$ cat src/rtl/id_ex_stage.sv
// id_ex_stage: decode-to-execute pipeline register of the five-stage RISC-V core.
// Registers the decoded control bundle and datapath fields into EX, and derives
// the stage-local hazard controls (decode stall, decode flush, EX forwarding selects).
// Optional feature macro: FORWARDING_EN
//   defined   -> MEM/WB forwarding into EX plus a one-cycle load-use stall
//   undefined -> forwards tied to 00, decode stalls on any RAW hit against EX or MEM
module id_ex_stage #(
    parameter int XLEN = 32
) (
    input  logic            clk,
    input  logic            rst_n,
    input  logic [1:0]      d_result_src,
    input  logic            d_mem_write,
    input  logic            d_branch,
    input  logic            d_alu_src,
    input  logic            d_reg_write,
    input  logic            d_jump,
    input  logic [2:0]      d_alu_control,
    input  logic [XLEN-1:0] d_rd1,
    input  logic [XLEN-1:0] d_rd2,
    input  logic [XLEN-1:0] d_pc,
    input  logic [XLEN-1:0] d_pc_plus4,
    input  logic [XLEN-1:0] d_imm_ext,
    input  logic [4:0]      d_rs1,
    input  logic [4:0]      d_rs2,
    input  logic [4:0]      d_rd,
    input  logic            e_pc_src,
    input  logic [4:0]      m_rd,
    input  logic [4:0]      w_rd,
    input  logic            m_reg_write,
    input  logic            w_reg_write,
    output logic [1:0]      e_result_src,
    output logic            e_mem_write,
    output logic            e_branch,
    output logic            e_alu_src,
    output logic            e_reg_write,
    output logic            e_jump,
    output logic [2:0]      e_alu_control,
    output logic [XLEN-1:0] e_rd1,
    output logic [XLEN-1:0] e_rd2,
    output logic [XLEN-1:0] e_pc,
    output logic [XLEN-1:0] e_pc_plus4,
    output logic [XLEN-1:0] e_imm_ext,
    output logic [4:0]      e_rs1,
    output logic [4:0]      e_rs2,
    output logic [4:0]      e_rd,
    output logic            e_valid,
    output logic            stall_f,
    output logic            stall_d,
    output logic            flush_d,
    output logic [1:0]      forward_a_e,
    output logic [1:0]      forward_b_e
);

    logic [1:0]      r_eResultSrc;
    logic            r_eMemWrite;
    logic            r_eBranch;
    logic            r_eAluSrc;
    logic            r_eRegWrite;
    logic            r_eJump;
    logic [2:0]      r_eAluControl;
    logic [XLEN-1:0] r_eRd1;
    logic [XLEN-1:0] r_eRd2;
    logic [XLEN-1:0] r_ePc;
    logic [XLEN-1:0] r_ePcPlus4;
    logic [XLEN-1:0] r_eImmExt;
    logic [4:0]      r_eRs1;
    logic [4:0]      r_eRs2;
    logic [4:0]      r_eRd;
    logic            r_eValid;

    logic            w_hazardStall;
    logic            w_flushE;
    logic [1:0]      w_fwdA;
    logic [1:0]      w_fwdB;

`ifdef FORWARDING_EN
    // Load-use detection on the instruction in EX, and MEM-over-WB forwarding selects
    always_comb begin
        w_hazardStall = r_eValid && (r_eResultSrc == 2'b01) && (r_eRd != 5'd0) &&
                        ((r_eRd == d_rs1) || (r_eRd == d_rs2));
        w_fwdA = 2'b00;
        if (m_reg_write && (m_rd != 5'd0) && (m_rd == r_eRs1)) begin
            w_fwdA = 2'b10;
        end else if (w_reg_write && (w_rd != 5'd0) && (w_rd == r_eRs1)) begin
            w_fwdA = 2'b01;
        end
        w_fwdB = 2'b00;
        if (m_reg_write && (m_rd != 5'd0) && (m_rd == r_eRs2)) begin
            w_fwdB = 2'b10;
        end else if (w_reg_write && (w_rd != 5'd0) && (w_rd == r_eRs2)) begin
            w_fwdB = 2'b01;
        end
    end
`else
    logic w_eProduces;
    logic w_rs1Hit;
    logic w_rs2Hit;
    logic w_unusedWb;

    // WB writes the register file in the first half-cycle, so its fields are never needed here
    assign w_unusedWb = ^{w_rd, w_reg_write};

    // Without forwarding, any pending producer in EX or MEM holds the dependent decode instruction
    always_comb begin
        w_eProduces = r_eValid && r_eRegWrite;
        w_rs1Hit    = (d_rs1 != 5'd0) &&
                      ((w_eProduces && (r_eRd == d_rs1)) || (m_reg_write && (m_rd == d_rs1)));
        w_rs2Hit    = (d_rs2 != 5'd0) &&
                      ((w_eProduces && (r_eRd == d_rs2)) || (m_reg_write && (m_rd == d_rs2)));
        w_hazardStall = w_rs1Hit || w_rs2Hit;
        w_fwdA        = 2'b00;
        w_fwdB        = 2'b00;
    end
`endif

    assign w_flushE = w_hazardStall || e_pc_src;

    // Hazard outputs: a redirect overrides a stall, and reset silences everything
    always_comb begin
        stall_f     = 1'b0;
        stall_d     = 1'b0;
        flush_d     = 1'b0;
        forward_a_e = 2'b00;
        forward_b_e = 2'b00;
        if (rst_n) begin
            stall_f     = w_hazardStall && !e_pc_src;
            stall_d     = w_hazardStall && !e_pc_src;
            flush_d     = e_pc_src;
            forward_a_e = w_fwdA;
            forward_b_e = w_fwdB;
        end
    end

    // ID/EX register: reset and bubble insertion both leave an all-zero, invalid EX slot
    always_ff @(posedge clk) begin
        if (!rst_n || w_flushE) begin
            r_eResultSrc  <= 2'b00;
            r_eMemWrite   <= 1'b0;
            r_eBranch     <= 1'b0;
            r_eAluSrc     <= 1'b0;
            r_eRegWrite   <= 1'b0;
            r_eJump       <= 1'b0;
            r_eAluControl <= 3'b000;
            r_eRd1        <= '0;
            r_eRd2        <= '0;
            r_ePc         <= '0;
            r_ePcPlus4    <= '0;
            r_eImmExt     <= '0;
            r_eRs1        <= 5'd0;
            r_eRs2        <= 5'd0;
            r_eRd         <= 5'd0;
            r_eValid      <= 1'b0;
        end else begin
            r_eResultSrc  <= d_result_src;
            r_eMemWrite   <= d_mem_write;
            r_eBranch     <= d_branch;
            r_eAluSrc     <= d_alu_src;
            r_eRegWrite   <= d_reg_write;
            r_eJump       <= d_jump;
            r_eAluControl <= d_alu_control;
            r_eRd1        <= d_rd1;
            r_eRd2        <= d_rd2;
            r_ePc         <= d_pc;
            r_ePcPlus4    <= d_pc_plus4;
            r_eImmExt     <= d_imm_ext;
            r_eRs1        <= d_rs1;
            r_eRs2        <= d_rs2;
            r_eRd         <= d_rd;
            r_eValid      <= 1'b1;
        end
    end

    assign e_result_src  = r_eResultSrc;
    assign e_mem_write   = r_eMemWrite;
    assign e_branch      = r_eBranch;
    assign e_alu_src     = r_eAluSrc;
    assign e_reg_write   = r_eRegWrite;
    assign e_jump        = r_eJump;
    assign e_alu_control = r_eAluControl;
    assign e_rd1         = r_eRd1;
    assign e_rd2         = r_eRd2;
    assign e_pc          = r_ePc;
    assign e_pc_plus4    = r_ePcPlus4;
    assign e_imm_ext     = r_eImmExt;
    assign e_rs1         = r_eRs1;
    assign e_rs2         = r_eRs2;
    assign e_rd          = r_eRd;
    assign e_valid       = r_eValid;

endmodule

$ cat config.mk
export PLATFORM = sky130hd
export DESIGN_NAME = id_ex_stage
export DESIGN_NICKNAME = d
export VERILOG_FILES = /design/src/rtl/id_ex_stage.sv
export SDC_FILE = /design/constraint.sdc
export NUM_CORES = 1
export LEC_CHECK = 0
export CORE_AREA = 2 2 151 153
export CTS_CLUSTER_SIZE = 25
export DETAILED_ROUTE_END_ITERATION = 10
export DIE_AREA = 0 0 153 155
export GPL_TIMING_DRIVEN = 0
export PLACE_DENSITY = 0.66
export SLEW_MARGIN = 10
export SYNTH_ARGS = -nofsm -noshare
export SYNTH_HDL_FRONTEND = slang
export SYNTH_SLANG_ARGS = --single-unit
$ cat constraint.sdc
create_clock -name clk -period 3.7 [get_ports clk]
set_input_delay 0.37 -clock clk [delete_from_list [all_inputs] [get_ports clk]]
set_output_delay 0.37 -clock clk [all_outputs]
set_load 0.03 [all_outputs]
==> results.tsv <==
metric	value	unit
GRT Overall Usage	17.1	%
cts bufs inserted	17	
Least-Margin Pin Slew	716	ps
Crit path required time	3330	ps
via count	5476	
Compound-Gate Fraction of Synth Area	0.269	%
FP Rows	55	
initial antenna violation count	0	
critical path class	in -> out	
Crit. End Element	primary output	
initial core utilization	29.3	%
Slowest-stage cell, CP	clkdlybuf4s50_1	
# port buffers	382	
fillers	2040	
reg2reg end	e_rs1[3]$_SDFF_PP0_	
root buffer cell	clkbuf_16	
CP top delay family	buffers and inverters	
top cell type by total area after synthesis	dfxtp_1	
Hold Vio Cnt, Final	0	
Worst Path Arrival	3160	ps
Post-Synth Adder-Cell Area	0	%
hold depth	3	
Final Max Tran Viols	0	
share of post-route cells with drive strength above 1	14.3	%
Post-CTS Setup Inserts	0	
Yosys warning count	0	
skew final	14.4	ps
Die Area	23700	um^2
gpl congestion	0.764	
largest net degree at the start of global routing	19	
relative max-transition margin	52.2	%
Yosys top cell area share	57.2	%
Syn Inst Count	644	
Post-DP HPWL	16000	um
Period Utilization, post-route	95.5	%
r2r startpoint	e_rd[3]$_SDFF_PP0_	
Max-Cap Viols	0	
R2R cell count	7	
antenna-violating nets left	0	
unrepaired setup endpoints after global routing	false	
Synth Flop Type	dfxtp_1	
hold_sp	d_alu_src	
post-synthesis async set-or-reset flop share	0	%
clock transition at the registers of the reported paths	80	ps
main combinational cell family by area after synthesis	simple AND/OR/NAND/NOR gates	
routed vias/inst	4.07	
CTS Buffer Depth	2	
status	completed	
simple-gate area share of the yosys netlist	33.6	%
max incr delay on CP	590	ps
Die X	153	um
cell chain of the critical path	clkdlybuf4s50_1 > or4_1 > nor2_1 > nor3_1 > a211o_1 > buf_6 > buf_6 > and2_1 > buf_4 > clkdlybuf4s50_1	
top cells by count, synth	nand2_1, dfxtp_1, nor2_4	
final worst-path setup slack	167	ps
area delta synth->final	73.1	%
first-pass GRT wire length	31400	um
placed inst area	10700	um^2
Clock Sinks	186	
number of global-route vias before repair	5665	
critical path startpoint category	input pin	
Worst-Skew Late Latency	430	ps
Max Clk Rate	0.283	GHz
multiplexer share of the synthesized area	0	%
Initial DRT Pass Iterations	4	
leak pwr	4.40	nW
wire length per cell	15.1	um
Syn Area/Cell	10.1	um^2
Setup-failing EPs final	0	
H-tree Lvls	4	
sequential area share after synthesis	57.2	%
Synth Cell Area	6510	um^2
Nets	1248	
post-cts resize count	0	
flop2flop setup slack	1690	ps
hold crit path type	in -> reg	
total gr overflow	0	
post-route cell area	11300	um^2
I/O pin count	393	
Synth area leaders	dfxtp_1, nor2_4, nand2_1	
Core Region	22200	um^2
initial detailed-routing violation count	177	
Antenna Cells	0	
Crit Path Max Fanout	10	
Yosys cell types	21	
Post-synth EDFFs	0	
Hold Path Sink	e_alu_src$_SDFF_PP0_	
Power Total	4.72	mW
chip height	155	um
WP buf/inv	5	
synthesized flop and latch total	186	
count leader, synth	nand2_1	
XOR/XNOR share of the synthesized area	2.69	%
CTS Hold Bufs	0	
DP Worst Slack	152	ps
# DRC	0	
PwrDens	419	nW/um^2
post-layout min period	3530	ps
TNS Setup	0	ps
TritonCTS clock tree	yes	
worst vdd ir	256	uV
Post-Route WL	20400	um
## flip-flops by register name, indices dropped and copies added, names as in the netlist
| name | flops |
|---|---|
| e_pc_plus4 | 32 |
| e_jump | 1 |
| e_rd2 | 32 |
| e_rd1 | 32 |
| e_rs1 | 5 |
| e_valid | 1 |
| e_mem_write | 1 |
| e_rd | 5 |
| e_rs2 | 5 |
| e_branch | 1 |
| e_imm_ext | 32 |
| e_alu_src | 1 |
| e_pc | 32 |
| e_result_src | 2 |
| e_reg_write | 1 |
| e_alu_control | 3 |
## cells by family (layout without fill, tap and decap cells)
logic type | count (synthesis) | count (layout)
AO/OA/AOI/OAI | 2 | 2
XOR/XNOR | 20 | 20
buffers and inverters | 47 | 461
flip-flops | 186 | 186
other | 1 | 4
AND/OR/NAND/NOR | 388 | 388
## cell usage in the layout, fill, tap and decap left out, types with 2 or more instances in the layout
cell type,instances
nor2_4,90
xor2_1,2
dfxtp_1,186
xnor2_1,18
nand4_1,4
and2_1,2
nor2_2,10
clkbuf_1,27
buf_12,10
clkdlybuf4s50_1,382
clkinv_4,4
buf_4,5
inv_6,4
clkbuf_16,17
conb_1,4
nand2_1,189
nor3_1,2
buf_6,6
nor2_1,87
inv_8,3
## worst max path at each step
stage / end / start / slack, ps / depth (start not counted)
6_report: stall_f / d_rs2[1] / 170 / 10
5_1_grt: stall_f / d_rs2[1] / 70 / 10
4_1_cts: stall_f / d_rs2[1] / 140 / 10
3_5_place_dp: stall_f / d_rs2[1] / 150 / 10
3_3_place_gp: stall_f / d_rs2[1] / 160 / 10
2_1_floorplan: stall_f / d_rs2[1] / 1270 / 8
## layout make-up
| type | count | area, um^2 | share of cell area (%) |
|---|---|---|---|
| buffer | 47 | 403 | 3.57 |
| clock buffer | 19 | 443 | 3.93 |
| clock inverter | 13 | 125 | 1.11 |
| multi-input combinational | 414 | 2390 | 21.3 |
| sequential | 186 | 3720 | 33.0 |
| tap | 285 | 357 | 3.16 |
| timing repair buffer | 382 | 3820 | 33.9 |
## worst register-to-register path, stage by stage (launching register included)
cell and delay, ps:
dfxtp_1 420, xnor2_1 140, nand4_1 110, o32ai_1 290, a211o_1 180, buf_6 150
clkbuf_1 480, nor2_1 120
## where the power goes
| part | switching, mW | internal (mW) |
|---|---|---|
| Sequential | 0.0252 | 2.09 |
| Combinational | 0.419 | 0.411 |
| Clock | 0.866 | 0.911 |
| Total | 1.31 | 3.41 |
## layer usage
layer	wire length [um]	GRT usage (%)	part of all wire (%)	vias up
li1	-	-	-	2743
met1	8010	18.5	39	2456
met2	10200	30.8	50	253
met3	1790	6.41	8.8	24
met4	392	6.22	1.9	0
met5	0	0	0	-
## through the flow
step / utilization, % / instances / hold WS (ps)
3_3_place_gp: 48.1 / 1314 / 898
3_5_place_dp: 48.1 / 1314 / 898
4_1_cts: 50.7 / 1346 / 440
2_1_floorplan: - / 647 / 446
5_1_grt: 50.7 / 1346 / 450
6_report: 50.7 / 1346 / 458
No activity file was read; power rests on OpenSTA's default activity.
